File: src/rtl/mem_port_arbiter.sv
// Arbitrates one single-port synchronous RAM between the program loader, the MEM-stage data port
// and IF-stage fetch; tracks in-flight reads so responses are steered back in issue order.
module mem_port_arbiter #(
   parameter int AW         = 12,
   parameter int RD_LAT     = 1,
   parameter int STARVE_MAX = 4
) (
   input  logic          clk,
   input  logic          rst_n,
   input  logic          ld_req,
   input  logic [AW-1:0] ld_addr,
   input  logic [31:0]   ld_wdata,
   output logic          ld_gnt,
   input  logic          d_req,
   input  logic          d_we,
   input  logic [3:0]    d_be,
   input  logic [AW-1:0] d_addr,
   input  logic [31:0]   d_wdata,
   output logic          d_gnt,
   output logic          d_rvalid,
   output logic [31:0]   d_rdata,
   input  logic          i_req,
   input  logic [AW-1:0] i_addr,
   output logic          i_gnt,
   output logic          i_rvalid,
   output logic [31:0]   i_rdata,
   output logic          mem_en,
   output logic          mem_we,
   output logic [3:0]    mem_be,
   output logic [AW-1:0] mem_addr,
   output logic [31:0]   mem_wdata,
   input  logic [31:0]   mem_rdata,
   output logic          stall_if,
   output logic          stall_mem
);
   localparam int SW = (STARVE_MAX < 1) ? 1 : $clog2(STARVE_MAX + 1);
   localparam logic [SW-1:0] STARVE_LIM = SW'(STARVE_MAX);

   typedef enum logic [1:0] {RUN, DRAIN, LOAD} state_t;

   state_t            state;
   logic [SW-1:0]     streak;
   logic [RD_LAT-1:0] pipe_v;
   logic [RD_LAT-1:0] pipe_d;
   logic              pipe_busy;
   logic              run_arb;
   logic              i_win;
   logic              rd_issue;

   assign pipe_busy = |pipe_v;

   // Grants are gated by rst_n so nothing is issued while reset is asserted.
   assign run_arb = rst_n && (state == RUN) && !ld_req;
   assign i_win   = i_req && (!d_req || ((STARVE_MAX != 0) && (streak == STARVE_LIM)));
   assign ld_gnt  = rst_n && (state == LOAD) && ld_req;
   assign i_gnt   = run_arb && i_win;
   assign d_gnt   = run_arb && d_req && !i_win;

   assign stall_if  = i_req && !i_gnt;
   assign stall_mem = d_req && !d_gnt;
   assign rd_issue  = i_gnt || (d_gnt && !d_we);

   always_comb begin
      mem_en    = 1'b0;
      mem_we    = 1'b0;
      mem_be    = 4'h0;
      mem_addr  = '0;
      mem_wdata = 32'h0;
      if (ld_gnt) begin
         mem_en    = 1'b1;
         mem_we    = 1'b1;
         mem_be    = 4'hF;
         mem_addr  = ld_addr;
         mem_wdata = ld_wdata;
      end else if (d_gnt) begin
         mem_en    = 1'b1;
         mem_we    = d_we;
         mem_be    = d_we ? d_be : 4'hF;
         mem_addr  = d_addr;
         mem_wdata = d_wdata;
      end else if (i_gnt) begin
         mem_en    = 1'b1;
         mem_be    = 4'hF;
         mem_addr  = i_addr;
      end
   end

   always_ff @(posedge clk or negedge rst_n) begin
      if (!rst_n) begin
         state  <= RUN;
         streak <= '0;
      end else begin
         case (state)
            RUN:     if (ld_req) state <= pipe_busy ? DRAIN : LOAD;
            DRAIN:   if (!pipe_busy) state <= LOAD;
            LOAD:    if (!ld_req) state <= RUN;
            default: state <= RUN;
         endcase
         if (i_gnt || !i_req)
            streak <= '0;
         else if (d_gnt && (streak != STARVE_LIM))
            streak <= streak + 1'b1;
      end
   end

   // Read-tracking shift register: stage 0 captures each read grant, the tail steers rvalid.
   always_ff @(posedge clk or negedge rst_n) begin
      if (!rst_n) begin
         pipe_v[0] <= 1'b0;
         pipe_d[0] <= 1'b0;
      end else begin
         pipe_v[0] <= rd_issue;
         pipe_d[0] <= d_gnt;
      end
   end

   generate
      for (genvar gi = 1; gi < RD_LAT; gi++) begin : g_pipe
         always_ff @(posedge clk or negedge rst_n) begin
            if (!rst_n) begin
               pipe_v[gi] <= 1'b0;
               pipe_d[gi] <= 1'b0;
            end else begin
               pipe_v[gi] <= pipe_v[gi-1];
               pipe_d[gi] <= pipe_d[gi-1];
            end
         end
      end
   endgenerate

   assign i_rvalid = pipe_v[RD_LAT-1] && !pipe_d[RD_LAT-1];
   assign d_rvalid = pipe_v[RD_LAT-1] &&  pipe_d[RD_LAT-1];
   assign i_rdata  = mem_rdata;
   assign d_rdata  = mem_rdata;

endmodule

File: config.mk
export PLATFORM = sky130hd
export DESIGN_NAME = mem_port_arbiter
export DESIGN_NICKNAME = d
export VERILOG_FILES = /design/src/rtl/mem_port_arbiter.sv
export SDC_FILE = /design/constraint.sdc
export NUM_CORES = 1
export LEC_CHECK = 0
export ABC_AREA = 1
export CORE_AREA = 2 2 103 105
export DETAILED_ROUTE_END_ITERATION = 8
export DIE_AREA = 0 0 105 107
export GPL_TIMING_DRIVEN = 0
export PLACE_DENSITY_LB_ADDON = 0.1
export SLEW_MARGIN = 10
export SYNTH_ARGS = -nofsm -noshare
export SYNTH_HDL_FRONTEND = slang
export SYNTH_SLANG_ARGS = --single-unit
export TNS_END_PERCENT = 1
File: constraint.sdc
create_clock -name clk -period 2.9 [get_ports clk]
set_input_delay 0.29 -clock clk [delete_from_list [all_inputs] [get_ports clk]]
set_output_delay 0.29 -clock clk [all_outputs]
set_load 0.05 [all_outputs]
==> results of run 1 <==
-- power by group through the flow --
stage	Combinational, mW	Sequential [mW]	Clock (mW)
finish	0.742	0.103	0.137
global route	0.780	0.103	0.153
CTS	0.750	0.103	0.143
detailed placement	0.772	0.104	0
global placement	0.770	0.104	0
floorplan	0.440	0.104	0
-- cell families after synthesis --
| kind of cell | Yosys count | share of synthesized area [%] |
|---|---|---|
| simple gates | 185 | 47.83 |
| buf+inv | 93 | 38.00 |
| flops | 7 | 10.66 |
| compound gates | 4 | 1.447 |
| fa+ha+maj | 2 | 1.523 |
| xor+xnor | 1 | 0.5332 |
-- sequential cells by signal (all words and copies together), names as in the netlist --
register / flops
pipe_busy: 1
state: 2
streak: 3
pipe_d: 1
-- layout make-up --
type	instances	share of cell area [%]
Buffer	76	13.66
Clock buffer	4	1.095
Inverter	17	1.552
Multi-Input combinational cell	192	20.51
Sequential cell	7	4.259
Tap cell	136	4.138
Timing Repair Buffer	230	54.79
-- worst max-delay path: cells and delay by family, from the launching register on --
kind / cells / cell delay, ns
buffers and inverters: 4 / 0.92
and+or+nand+nor: 6 / 0.61
DFF: 1 / 0.36
adders and majority gates: 1 / 0.21
-- routing by layer --
| metal | up-vias | routed length, um |
|---|---|---|
| met1 | 1065 | 2812 |
| li1 | 1312 | - |
| met4 | 0 | 102 |
| met5 | - | 0 |
| met3 | 9 | 816 |
| met2 | 142 | 4395 |
-- cell usage after synthesis, types with 2 or more instances --
| master | n | area share, % |
|---|---|---|
| nand2_2 | 2 | 0.76 |
| inv_1 | 13 | 3.0 |
| nand3_1 | 40 | 12 |
| nand4_1 | 4 | 1.5 |
| nor2_1 | 6 | 1.4 |
| inv_2 | 4 | 0.91 |
| buf_2 | 7 | 2.1 |
| ha_1 | 2 | 1.5 |
| buf_4 | 65 | 30 |
| nand2_1 | 130 | 30 |
| dfrtp_1 | 7 | 11 |
| buf_6 | 3 | 2.1 |
-- how the worst max path moves through the flow --
| stage | start | endpoint | slack (ns) | cells past startpoint |
|---|---|---|---|---|
| finish | streak[0]$_DFFE_PN0P_ | mem_wdata[7] | 0.27 | 11 |
| detailed placement | rst_n | mem_wdata[19] | -0.32 | 7 |
| global placement | rst_n | mem_wdata[19] | -0.31 | 7 |
| CTS | rst_n | mem_wdata[17] | 0.005 | 7 |
| floorplan | streak[0]$_DFFE_PN0P_ | mem_be[0] | 0.46 | 8 |
| global route | streak[0]$_DFFE_PN0P_ | mem_wdata[28] | 0.03 | 11 |
-- what timing repair did --
action                     in CTS  in global routing
hold endpoints to repair        0                  0
gates resized for setup        64                  4
pin swaps                       0                  0
setup endpoints to repair      53                 41
-- stage by stage --
step                      utilization (%)  power (mW)  TNS, ns
after floorplan                         -      0.5440        0
after global placement              40.78      0.8744   -7.585
after detailed placement            40.78      0.8770   -8.905
after CTS                           40.70      0.9956        0
after global routing                40.75       1.036        0
final                               40.75      0.9829        0
==> flow_summary.json, run 1 <==
{
  "status": "finished with violations",
  "violations": "hold timing",
  "worst_hold_slack_ns": -0.01400,
  "post_cts_buffers": 0,
  "dp_hpwl_mm": 7.195,
  "area_growth_pct": 150.3,
  "drt_iter0_drc": 46,
  "hp-class": "in2async",
  "io_pins": 263,
  "reg2reg_slack_ns": 1.36,
  "maxCapViolCount": 0,
  "worst_slew_pin_slew_ns": 0.5424,
  "wirelength_mm": 8.127,
  "grt_pass1_wl_mm": 12.40,
  "synthDistinctLibCells": 21,
  "syn_avg_cell_area_um2": 5.626,
  "clock_path_buffers": 2,
  "reg2reg_to": "pipe_d$_DFF_PN0_",
  "drc_errors": 0,
  "nFillCells": 1099,
  "regToRegStartpoint": "streak[0]$_DFFE_PN0P_",
  "antennaDiodeCount": 0,
  "power.switching_uw": 467.9,
  "syn_inst": 292,
  "wl_per_cell_um": 12.28,
  "gp_congestion": 0.7289,
  "seq_power_share_pct": 10.5,
  "final_common_cell": "clkdlybuf4s50_1",
  "fin_skew_ns": 0.002414,
  "overflow": 0,
  "use_met2_pct": 26.76,
  "grt_start_max_net_pins": 12,
  "synth-seq-area-share_pct": 10.66,
  "period_share_pct": 90.61,
  "clock_sinks": 7,
  "cp_slowest_stage_delay_ns": 0.55,
  "yosys_register_bits": 7,
  "num_vias": 2528,
  "reg2reg_depth": 8,
  "finalCriticalPeriod_ns": 2.628,
  "setup_violations": 0,
  "syn-cell-area_um2": 1643,
  "drtAntennaViolNets": 0,
  "vias_per_cell": 3.819,
  "worstPathArrival_ns": 2.34,
  "fmax_mhz": 380.6,
  "yosysWarnings": 0,
  "critPathCaptureType": "output port",
  "mostFrequentLayoutCells": "clkdlybuf4s50_1, nand2_1, buf_4, dlygate4sd2_1, nand3_1",
  "synthArstFlopShare_pct": 100.0,
  "die_w_um": 105,
  "combPwrFrac_pct": 75.5,
  "start_util_pct": 16.28,
  "layout.area.seq_um2": 175.2,
  "multiInputGateArea_um2": 843.3,
  "die_height_um": 107,
  "io_buffers": 230,
  "drive_gt1_share_pct": 16.92,
  "cts_inserted_buffers": 3,
  "synth_nets": 436,
  "worstPathRequired_ns": 2.61,
  "met1_usage_pct": 13.92,
  "max-vdd-ir-drop_v": 0.00009969,
  "cts_tree": "yes",
  "path_max_fanout": 10,
  "cts_root_buffer": "clkbuf_8",
  "drv_slew": 0,
  "leakagePower_nw": 2.139,
  "dpl.cell_count": 658,
  "htree_levels": 1,
  "firstDrtPassIters": 4,
  "ctsHoldBuffers": 0,
  "grt_pass1_vias": 2579,
  "fin_area_um2": 4113,
  "antenna_found_initial": 0,
  "power_density_nw_per_um2": 239.0,
  "crit_path_start_kind": "flop",
  "synth_edf_count": 0,
  "crit_chain": "inv_1 > ha_1 > nand2_1 > nand2_1 > nand2_1 > inv_2 > nor2_8 > buf_6 > nand2_1 > nand2_1 > dlygate4sd2_1",
  "p_int_uw": 514.9,
  "grt_use_met3_pct": 4.498,
  "core_um2": 10090,
  "clkSlewWorstSetupHoldPaths_ns": 0.04,
  "clkPwrFrac_pct": 14.0,
  "slew_headroom_pct": 63.98,
  "ys.flop_type": "dfrtp_1",
  "finalNonFillerCells": 662,
  "sw_frac_of_total_pct": 47.61,
  "fin_ws_ns": 0.2723,
  "nNetsFinal": 671,
  "dp_slack_ns": -0.3153,
  "rsz0062_at_grt": "false",
  "rows": 37,
  "cpMaxStageDelayCell": "dlygate4sd2_1",
  "cpMostUsedCell": "nand2_1",
  "clock_latency_ns": 0.23,
  "busiest_layer": "met2",
  "placed_cell_area_um2": 4115,
  "hold_viol": 7,
  "grt.total_usage_pct": 13.57,
  "path_class": "reg2out",
  "fp.dieArea_um2": 11240
}
(Power assumes the default switching activity.)
==> inputs of run 2 (changes only) <==
Settings changed: CAP_MARGIN from default to 15.
==> results of run 2 <==
No change in the layout: final DEF, timing and power equal those of run 1.
==> inputs of run 3 (changes only) <==
Settings changed: CORE_AREA 2 2 103 105 to 5 5 98 100, DIE_AREA 0 0 105 107 to 0 0 103 105.
==> flow_summary.json, run 3 (synthesized netlist as in run 1, its figures left out) <==
{
  "grt_pass1_vias": 2632,
  "path_max_fanout": 10,
  "worstPathRequired_ns": 2.61,
  "period_share_pct": 96.52,
  "p_int_uw": 512.6,
  "hold_viol": 0,
  "cts_inserted_buffers": 3,
  "drv_slew": 0,
  "max-vdd-ir-drop_v": 0.0001263,
  "seq_power_share_pct": 10.5,
  "drtAntennaViolNets": 0,
  "grt_start_max_net_pins": 12,
  "setup_violations": 0,
  "power_density_nw_per_um2": 246.6,
  "die_w_um": 103,
  "clock_path_buffers": 2,
  "clock_sinks": 7,
  "tns_ns": 0,
  "leakagePower_nw": 2.145,
  "combPwrFrac_pct": 75.4,
  "hp-class": "in2async",
  "start_util_pct": 19.12,
  "nFillCells": 952,
  "cts_root_buffer": "clkbuf_8",
  "status": "finished, final reports clean",
  "drc_errors": 0,
  "top_register": "streak",
  "sw_frac_of_total_pct": 47.81,
  "cts_tree": "yes",
  "fp.dieArea_um2": 10820,
  "mostFrequentLayoutCells": "clkdlybuf4s50_1, nand2_1, buf_4, nand3_1, clkbuf_2",
  "clkSlewWorstSetupHoldPaths_ns": 0.04,
  "final_common_cell": "clkdlybuf4s50_1",
  "io_pins": 263,
  "gp_congestion": 0.7919,
  "grt.total_usage_pct": 14.70,
  "dp_hpwl_mm": 7.728,
  "worstPathArrival_ns": 2.51,
  "total_power_uw": 982.3,
  "grt_pass1_wl_mm": 12.95,
  "drive_gt1_share_pct": 21.67,
  "post_cts_buffers": 0,
  "critPathCaptureType": "output port",
  "area_growth_pct": 142.5,
  "firstDrtPassIters": 4,
  "maxCapViolCount": 0,
  "largest_register_ff_count": 3,
  "crit_path_start_kind": "primary input",
  "fin_skew_ns": 0.001045,
  "vias_per_cell": 3.992,
  "fmax_mhz": 357.2,
  "largestRegisters": "streak (3), state (2)",
  "htree_levels": 1,
  "slew_headroom_pct": 64.59,
  "nNetsFinal": 671,
  "overflow": 0,
  "antenna_found_initial": 0,
  "num_vias": 2531,
  "rsz0062_at_grt": "true",
  "ctsHoldBuffers": 0,
  "clock_latency_ns": 0.23,
  "drt_iter0_drc": 64,
  "power.switching_uw": 469.7,
  "rows": 34,
  "core_um2": 8593,
  "worst_slew_pin_slew_ns": 0.5295,
  "die_height_um": 105,
  "path_class": "in2out",
  "clkPwrFrac_pct": 14.1,
  "io_buffers": 230,
  "antennaDiodeCount": 0,
  "finalCriticalPeriod_ns": 2.799,
  "wl_per_cell_um": 13.59,
  "wirelength_mm": 8.614
}
run 3: cell count changes in the layout (fill, tap and decap cells not counted), moves of 2 or more:
cell / before / now
dlygate4sd2_1: 43 / 15
clkbuf_2: 1 / 28
dlymetal6s2s_1: 1 / 7
clkdlybuf4s15_1: 8 / 3
clkdlybuf4s15_2: 2 / 0
run 3: layout make-up:
cell class,count,area (um2),share of cell area [%]
Sequential cell,7,175.2,4.397
Inverter,17,63.81,1.602
Tap cell,108,135.1,3.392
Buffer,76,560.5,14.07
Timing Repair Buffer,230,2161,54.24
Clock buffer,4,45.04,1.131
Multi-Input combinational cell,192,843.3,21.17
run 3: worst max-delay path, cell delays in order:
cell             delay, ns
clkdlybuf4s50_1       0.71
nand4_1               0.21
inv_2                 0.23
clkbuf_1              0.36
nand2_1               0.09
nand2_1               0.07
dlygate4sd2_1         0.54
run 3: power by group through the flow:
| stage | logic, mW | registers [mW] | clock network [mW] |
|---|---|---|---|
| floorplan | 0.440 | 0.104 | 0 |
| global placement | 0.770 | 0.105 | 0 |
| detailed placement | 0.773 | 0.105 | 0 |
| CTS | 0.753 | 0.103 | 0.143 |
| global route | 0.778 | 0.104 | 0.149 |
| finish | 0.741 | 0.103 | 0.138 |
run 3: through the flow:
| stage | cell area (um2) | hold slack, ns | utilization [%] | setup slack (ns) | cells |
|---|---|---|---|---|---|
| detailed placement | 4080 | 0.4393 | 47.48 | -0.2670 | 630 |
| floorplan | 1643 | -0.005591 | - | 0.4570 | 292 |
| global placement | 4080 | 0.4294 | 47.48 | -0.2695 | 630 |
| finish | 3984 | 0.3603 | 46.36 | 0.1008 | 634 |
| global route | 3984 | 0.3755 | 46.36 | -0.1565 | 634 |
| CTS | 4068 | 0.3591 | 47.34 | 0.001856 | 634 |
run 3: final timing paths:
kind	from	endpoint	slack, ns	cells past startpoint
setup / recovery	rst_n	mem_wdata[15]	0.10	7
hold / removal	rst_n	pipe_d$_DFF_PN0_	0.36	1
setup reg to reg	streak[0]$_DFFE_PN0P_	pipe_d$_DFF_PN0_	1.39	8
hold reg to reg	state[0]$_DFFE_PN0P_	state[1]$_DFFE_PN0P_	0.44	1
max in group asynchronous	rst_n	streak[2]$_DFFE_PN0P_	2.26	1
min in group clk	state[0]$_DFFE_PN0P_	state[1]$_DFFE_PN0P_	0.44	1
run 3: what timing repair did:
item                                   in CTS  in global routing
resized for setup                          46                 66
endpoints found under the hold margin       0                  0
setup endpoints to repair                  46                 39
run 3: layer usage:
layer / vias up / part of all wire (%) / track usage, %
li1: 1308 / - / -
met1: 1077 / 33 / 14.80
met2: 140 / 54 / 28.69
met3: 6 / 13 / 5.530
met4: 0 / 0.63 / 1.758
met5: - / 0 / 0
